`src/rtl/alu_shift_pkg.sv`:
```
// Shared types and sizes for the ALU shifter units.
package alu_shift_pkg;

    typedef enum logic [1:0] {
        IDLE  = 2'd0,
        SHIFT = 2'd1,
        DONE  = 2'd2
    } shift_state_t;

    localparam int SHIFT_WIDTH  = 32;
    localparam int SHIFT_STAGES = 5;

endpackage

```
`src/rtl/rightshift_seq_if.sv`:
```
// Operand/result handshake bundle for the sequential right shifter.
interface rightshift_seq_if
    import alu_shift_pkg::*;
#(
    parameter int WIDTH = SHIFT_WIDTH,
    parameter int SHW   = SHIFT_STAGES
);
    logic             in_valid;
    logic             in_ready;
    logic [WIDTH-1:0] a;
    logic [SHW-1:0]   b;
    logic             arith;
    logic             out_valid;
    logic             out_ready;
    logic [WIDTH-1:0] out;

    // Requester/consumer side.
    modport master (
        output in_valid, a, b, arith, out_ready,
        input  in_ready, out_valid, out
    );

    // Shifter side.
    modport slave (
        input  in_valid, a, b, arith, out_ready,
        output in_ready, out_valid, out
    );
endinterface

```
`src/rtl/rshift_stage.sv`:
```
// One barrel stage: shifts d right by 2**stg when en is set, filling with fill.
module rshift_stage
    import alu_shift_pkg::*;
#(
    parameter int WIDTH = SHIFT_WIDTH,
    parameter int SHW   = SHIFT_STAGES,
    parameter int STW   = $clog2(SHW)
) (
    input  logic [WIDTH-1:0] d,
    input  logic [STW-1:0]   stg,
    input  logic             en,
    input  logic             fill,
    output logic [WIDTH-1:0] q
);
    localparam logic [WIDTH-1:0] ONES = '1;

    // Select the shift distance for the current stage and merge in the fill bits.
    always_comb begin
        q = d;
        if (en) begin
            for (int i = 0; i < SHW; i++) begin
                if (stg == STW'(i)) begin
                    q = (d >> (1 << i)) | ({WIDTH{fill}} & ~(ONES >> (1 << i)));
                end
            end
        end
    end
endmodule

```
`src/rtl/rightshift_seq.sv`:
```
// Sequential right shifter: resolves one bit of the shift amount per clock.
//   state | meaning
//   IDLE  | ready for a new operand, in_ready=1
//   SHIFT | applying barrel stage stg (1,2,4,8,16)
//   DONE  | result held on out until consumer takes it
module rightshift_seq
    import alu_shift_pkg::*;
#(
    parameter int WIDTH = SHIFT_WIDTH,
    parameter int SHW   = SHIFT_STAGES
) (
    input  logic            clk,
    input  logic            rst_n,
    rightshift_seq_if.slave bus
);
    localparam int STW = $clog2(SHW);

    shift_state_t     state_q, state_d;
    logic [STW-1:0]   stg_q, stg_d;
    logic [WIDTH-1:0] a_q, a_d;
    logic [SHW-1:0]   b_q, b_d;
    logic             fill_q, fill_d;
    logic [WIDTH-1:0] stage_out;

    rshift_stage #(
        .WIDTH (WIDTH),
        .SHW   (SHW),
        .STW   (STW)
    ) u_stage (
        .d    (a_q),
        .stg  (stg_q),
        .en   (b_q[stg_q]),
        .fill (fill_q),
        .q    (stage_out)
    );

    // Next-state and datapath update; sign is sampled once at capture.
    always_comb begin
        state_d = state_q;
        stg_d   = stg_q;
        a_d     = a_q;
        b_d     = b_q;
        fill_d  = fill_q;
        unique case (state_q)
            IDLE: begin
                if (bus.in_valid) begin
                    a_d     = bus.a;
                    b_d     = bus.b;
                    fill_d  = bus.arith & bus.a[WIDTH-1];
                    stg_d   = '0;
                    state_d = SHIFT;
                end
            end
            SHIFT: begin
                a_d = stage_out;
                if (stg_q == STW'(SHW - 1)) begin
                    state_d = DONE;
                end else begin
                    stg_d = stg_q + 1'b1;
                end
            end
            DONE: begin
                if (bus.out_ready) begin
                    state_d = IDLE;
                end
            end
            default: state_d = IDLE;
        endcase
    end

    // State and data registers with synchronous active-low reset.
    always_ff @(posedge clk) begin
        if (!rst_n) begin
            state_q <= IDLE;
            stg_q   <= '0;
            a_q     <= '0;
            b_q     <= '0;
            fill_q  <= 1'b0;
        end else begin
            state_q <= state_d;
            stg_q   <= stg_d;
            a_q     <= a_d;
            b_q     <= b_d;
            fill_q  <= fill_d;
        end
    end

    assign bus.in_ready  = (state_q == IDLE);
    assign bus.out_valid = (state_q == DONE);
    assign bus.out       = a_q;
endmodule

```
`src/flat_wrapper.sv`:
```
// flat-port wrapper written by rule: the top's interface ports become plain ports
module rightshift_seq_flat import alu_shift_pkg::*;
#(
    parameter int WIDTH = SHIFT_WIDTH,
    parameter int SHW   = SHIFT_STAGES
)
  (clk, rst_n, bus_in_valid, bus_a, bus_b, bus_arith, bus_out_ready, bus_in_ready, bus_out_valid, bus_out);
  rightshift_seq_if #(.WIDTH(WIDTH), .SHW(SHW)) bus_i ();
  input  logic clk;
  input  logic rst_n;
  input wire logic [$bits(bus_i.in_valid)-1:0] bus_in_valid;
  input wire logic [$bits(bus_i.a)-1:0] bus_a;
  input wire logic [$bits(bus_i.b)-1:0] bus_b;
  input wire logic [$bits(bus_i.arith)-1:0] bus_arith;
  input wire logic [$bits(bus_i.out_ready)-1:0] bus_out_ready;
  output wire logic [$bits(bus_i.in_ready)-1:0] bus_in_ready;
  output wire logic [$bits(bus_i.out_valid)-1:0] bus_out_valid;
  output wire logic [$bits(bus_i.out)-1:0] bus_out;
  assign bus_i.in_valid = bus_in_valid;
  assign bus_i.a = bus_a;
  assign bus_i.b = bus_b;
  assign bus_i.arith = bus_arith;
  assign bus_i.out_ready = bus_out_ready;
  assign bus_in_ready = bus_i.in_ready;
  assign bus_out_valid = bus_i.out_valid;
  assign bus_out = bus_i.out;
  rightshift_seq #(.WIDTH(WIDTH), .SHW(SHW)) u_core (.clk(clk), .rst_n(rst_n), .bus(bus_i));
endmodule
```
`config.mk`:
```
export PLATFORM = sky130hd
export DESIGN_NAME = rightshift_seq_flat
export DESIGN_NICKNAME = d
export VERILOG_FILES = /design/src/rtl/alu_shift_pkg.sv /design/src/rtl/rightshift_seq_if.sv /design/src/rtl/rshift_stage.sv /design/src/rtl/rightshift_seq.sv /design/src/flat_wrapper.sv
export SDC_FILE = /design/constraint.sdc
export NUM_CORES = 1
export LEC_CHECK = 0
export ABC_CLOCK_PERIOD_IN_PS = 6700
export CORE_ASPECT_RATIO = 0.5
export CORE_UTILIZATION = 54
export DETAILED_ROUTE_END_ITERATION = 6
export PLACE_DENSITY = 0.9
export RECOVER_POWER = 100
export SYNTH_ARGS = -nofsm -noshare
export SYNTH_HDL_FRONTEND = slang
export SYNTH_SLANG_ARGS = --single-unit
```
`constraint.sdc`:
```
create_clock -name clk -period 6.7 [get_ports clk]
set_input_delay 2.01 -clock clk [delete_from_list [all_inputs] [get_ports clk]]
set_output_delay 2.01 -clock clk [all_outputs]
set_load 0.02 [all_outputs]
```
=== After elaboration in Yosys (flattened, before gate mapping) ===
Cells that the tools add are included.

* $add $sub $neg: 1
* $lt $le $gt $ge: 1
* Equality and inequality tests: 12
* Multiplexer cells: 17
* Bitwise gates (word level): 6
* Reduce and logical (&&, ||, !) cells: 7

{| class="wikitable"
|+ Operator list
! operator !! number
|-
| $mux W32 || 7
|-
| $pmux W32 S2 || 1
|-
| $or A16 B32 Y32 || 1
|-
| $or A24 B32 Y32 || 1
|-
| $or A28 B32 Y32 || 1
|-
| $or A30 B32 Y32 || 1
|-
| $or A31 B32 Y32 || 1
|-
| $ne A2 B2 Y1 const B || 4
|-
| $eq A3 B2 Y1 const B || 2
|-
| $mux W2 || 3
|-
| $mux W3 || 2
|-
| $ne A6 B5 Y1 const B || 1
|-
| $pmux W2 S3 || 1
|-
| $pmux W3 S2 || 1
|-
| $reduce_and A3 Y1 || 2
|-
| $lt A3 B4 Y1 const B || 1
|-
| $reduce_and A4 Y1 || 1
|-
| $add A3 B1 Y3 const B || 1
|-
| $bmux W1 S3 || 1
|-
| $eq A3 B1 Y1 const B || 1
|-
| $eq A3 B3 Y1 const B || 1
|-
| $logic_not A3 Y1 || 1
|-
| $eq A2 B1 Y1 const B || 1
|-
| $eq A2 B2 Y1 const B || 1
|-
| 6 further kinds || 6
|}

* Flip-flop bits (word level): 43
* Input bits: 42

=== Depth between registers and ports, before layout ===
* Word-level depth: 8
* Gate-level depth with buffers: 11
* Gate-level depth less buffers: 7

=== By module ===
Synthesis repeated with hierarchy kept, for this count alone.

* Cell total of the unflattened synthesis: 501
* Area total of the unflattened synthesis: 3744.8 um^2

{| class="wikitable"
|+ By module, submodules not included
! module !! times used !! cells an instance !! area each (um^2) !! sequential area each (um^2)
|-
| rightshift_seq || 1 || 235 || 1976.9 || 860.8
|-
| rshift_stage || 1 || 266 || 1767.9 || 0.0
|}

=== Worst setup path after synthesis ===
No wires, ideal clock.

* Kind: input-to-reg
* Start: input port bus_in_valid
* End: register u_core.a_q[18] (netlist: u_core.bus.out[18])
* Setup time: 0.070 ns
* Data arrival time: 3.085 ns
* Slack: 3.545 ns
* Cell stages on the path: 7
* Buffers on the path: 2
* Path through: nor2_1 a311oi_2 buf_4 a21boi_4 buf_6 o211ai_2 a21oi_1

* Cells in the longest elaborated chain, start to end: 2

{| class="wikitable"
|+ Ends and longest elaborated chain
! what !! RTL line !! RTL
|-
| start, declared || flat_wrapper.sv:11 || <nowiki>input wire logic [$bits(bus_i.in_valid)-1:0] bus_in_valid;</nowiki>
|-
| $ne A2 B2 Y1 (no line) || -- ||
|-
| $reduce_and A4 Y1 (no line) || -- ||
|-
| end signal, assigned || rightshift_seq.sv:76 || <nowiki>a_q <= '0;</nowiki>
|-
| end signal, assigned || rightshift_seq.sv:82 || <nowiki>a_q <= a_d;</nowiki>
|-
| end, declared || rightshift_seq.sv:20 || <nowiki>logic [WIDTH-1:0] a_q, a_d;</nowiki>
|}

No other way between the ends.
A chain may end at the register's enable or synchronous reset.

=== Worst setup path in the final report ===
* Start: input port bus_in_valid
* End: register u_core.a_q[22] (netlist: u_core.bus.out[22])

Same word-level chain as after synthesis.

==> impl_metrics.toml <==
[sta]
finClkSkew_ps = 2.898
fin_crit_ps = 4962
rsz0062_at_grt = "false"
slew_viol_final = 12
hold_viol_final = 0
fmax_ghz = 0.2015
fin_crit_sh = 0.7406
max_slew_margin = -0.04453
setup_viol = 0
fin_ws_ps = 1738
tns_ps = 0
tightest_slew_ps = 1556

[critical_path]
cpPeakStageDelay_ps = 1200
cp_max_fo = 27
cp.arrival_ps = 5160
critPathLaunchType = "primary input"
required_ps = 6900
crit_chain = "dlygate4sd3_1, nor2_1, a311oi_1, a21boi_4, o221ai_1, a21oi_1"
crit_buf_inv = 1
endpoint_kind = "flip-flop"
crit_path_top_delay_cell = "a311oi_1"
cpLargestDelayFamily = "compound AO/OA/AOI/OAI gates"
path_class = "primary input to flip-flop"

[logic_synthesis]
synth-edff-count = 0
syn_avg_cell_area_um2 = 8.271
syn-num-nets = 422
synth_area_um2 = 3102
synth-main-ff-cell = "dfxtp_1"
ys_ff_latch = 43
yosysTopAreaCellShare = 0.2775
synth_cell_type_count = 59
syn_inst = 375
yosysTopAreaCell = "dfxtp_1"
yosys-top-cells-area = "dfxtp_1, a21oi_1, nor2_1, o21ai_0, nand2_1"
seq_area_frac_synth = 0.2775
yosys_warnings = 0
synthArstFlopShare = 0

[power]
leakagePower_nw = 1.428
total_power_mw = 0.8080
peakVddDrop_v = 0.0001142
power_density_nw_per_um2 = 208.4

[cells_and_area]
seqCellArea_um2 = 860.8
multiInputGateArea_um2 = 1992
fillCellCount = 466
area_growth_pct = 24.97
mostFrequentLayoutCell = "dfxtp_1"
finalInstanceArea_um2 = 3876
layoutNonFillerInstCount = 497
drive_gt1_frac = 0.08255
diodes = 0
final_cell_mix = "dfxtp_1, clkdlybuf4s50_1, nor2_1, dlygate4sd3_1, nand2_1"
fin_nets = 472

[global_routing]
grtUsageMet1 = 0.4597
antenna_found_initial = 0
grt_max_degree = 46
grt_pass1_wl_um = 16010
overflow = 0
grt_pass1_vias = 3161
top_usage_layer = "met2"
gr-usage-all-layers = 0.3425
use_met3 = 0.1077
grt_use_met2 = 0.5229

[clocking]
clk_pin_slew_worst_paths_ps = 60
cts_setup_buffers = 0
cts-buffers-inserted = 5
tritoncts = "done"
cts.sinks = 43
clockBufferDepth = 2
hold_buffers = 0
cts.repair.resized = 0
clock_latency_ps = 290
cts_max_level = 2
cts-root-buf = "clkbuf_16"

[min_path]
min_path_type = "flip-flop to flip-flop"

[floorplan]
core_area_um2 = 5515
die_w_um = 109.2
dieArea_um2 = 6069
die_h_um = 55.59
rows = 19
initial_utilization = 0.5624
ios = 76

[run_status]
status = "complete, but fails checks"
violations = "DRC, capacitance limit, slew limit"

[detailed_routing]
num_vias = 3457
wirelength_um = 10120
initialDrtViolationCount = 481
drt_first_pass_iters = 7
vias_per_cell = 6.956
post_drt_wl_per_cell_um = 20.37
drc_errors = 1
ant_nets = 0

[placed_design]
hpwl_um = 6924
placed_area_um2 = 3765
gp_congestion = 0.9373
place_inst = 491
dp_slack_ps = 2223
portBuffers = 75

[job]
cap_violations = 1
## metal layers
| layer | share of wire | wire length [µm] | vias to the layer above |
|---|---|---|---|
| li1 | - | - | 1558 |
| met1 | 0.41 | 4141 | 1592 |
| met2 | 0.44 | 4488 | 269 |
| met3 | 0.13 | 1267 | 38 |
| met4 | 0.022 | 226 | 0 |
| met5 | 0 | 0 | - |
## synth_stat cells, drive strengths merged (2+ instances only)
master	instances
a31o	2
ha	5
nor2b	6
a32oi	4
nand2b	11
a311oi	2
o41ai	3
a222oi	2
buf	24
a22oi	12
o2111ai	8
nand2	32
o21ai	27
a32o	3
inv	8
o221a	8
o32ai	8
a221o	4
mux2i	6
o22ai	4
o22a	2
a22o	5
dfxtp	43
nand3	6
a221oi	9
o211ai	9
nor3	5
a21oi	27
mux2	5
o221ai	4
clkbuf	11
and2	2
nor2	37
nor3b	10
a211oi	10
## report_power, final
part / leakage [nW] / internal [mW] / switching, mW
sequential: 0.355 / 0.281 / 0.0462
clock: 0.0628 / 0.134 / 0.0971
combinational: 1.01 / 0.117 / 0.133
## layout make-up
| cell class | count | area share |
|---|---|---|
| repair buffers | 78 | 0.1995 |
| well taps | 73 | 0.02356 |
| flip-flops and latches | 43 | 0.2221 |
| multi-input cells | 289 | 0.5139 |
| clock buffers | 6 | 0.03325 |
| inverters | 8 | 0.007747 |
## cells by family (layout without fill, tap and decap cells)
group | count (synthesis) | in the layout | synth area share
muxes | 11 | 11 | 0.03872
adders and majority gates | 5 | 5 | 0.02017
AOI/OAI and AO/OA | 160 | 160 | 0.4066
buffers and inverters | 43 | 92 | 0.07463
DFF | 43 | 43 | 0.2775
and+or+nand+nor | 113 | 113 | 0.1823
## tightest hold or removal path: cells and delay by family, from the launching register on
| family | cells | cell delay (ps) |
|---|---|---|
| simple gates | 1 | 50 |
| compound gates | 1 | 60 |
| flops | 1 | 300 |
## sequential cells by signal, indices dropped and copies added, names as in the netlist
register,flops
u_core.b_q,5
u_core.bus.out,32
u_core.fill_q,1
u_core.state_q,2
u_core.stg_q,3
## worst paths after layout
kind / from / end / slack [ps] / cells after the start
max reg2reg: u_core.stg_q[0] / u_core.bus.out[22] / 3220 / 7
min reg2reg: u_core.bus.out[0] / u_core.bus.out[0] / 460 / 2
max: bus_in_valid / u_core.bus.out[22] / 1740 / 6
min: u_core.bus.out[0] / u_core.bus.out[0] / 460 / 2
## through the flow
stage,utilization,hold WS (ps)
2_1_floorplan,-,432.9
3_3_place_gp,0.6826,442.7
3_5_place_dp,0.6826,453.7
4_1_cts,0.7060,461.5
5_1_grt,0.7028,479.1
6_report,0.7028,456.6
No activity file was read; power rests on OpenSTA's default activity.
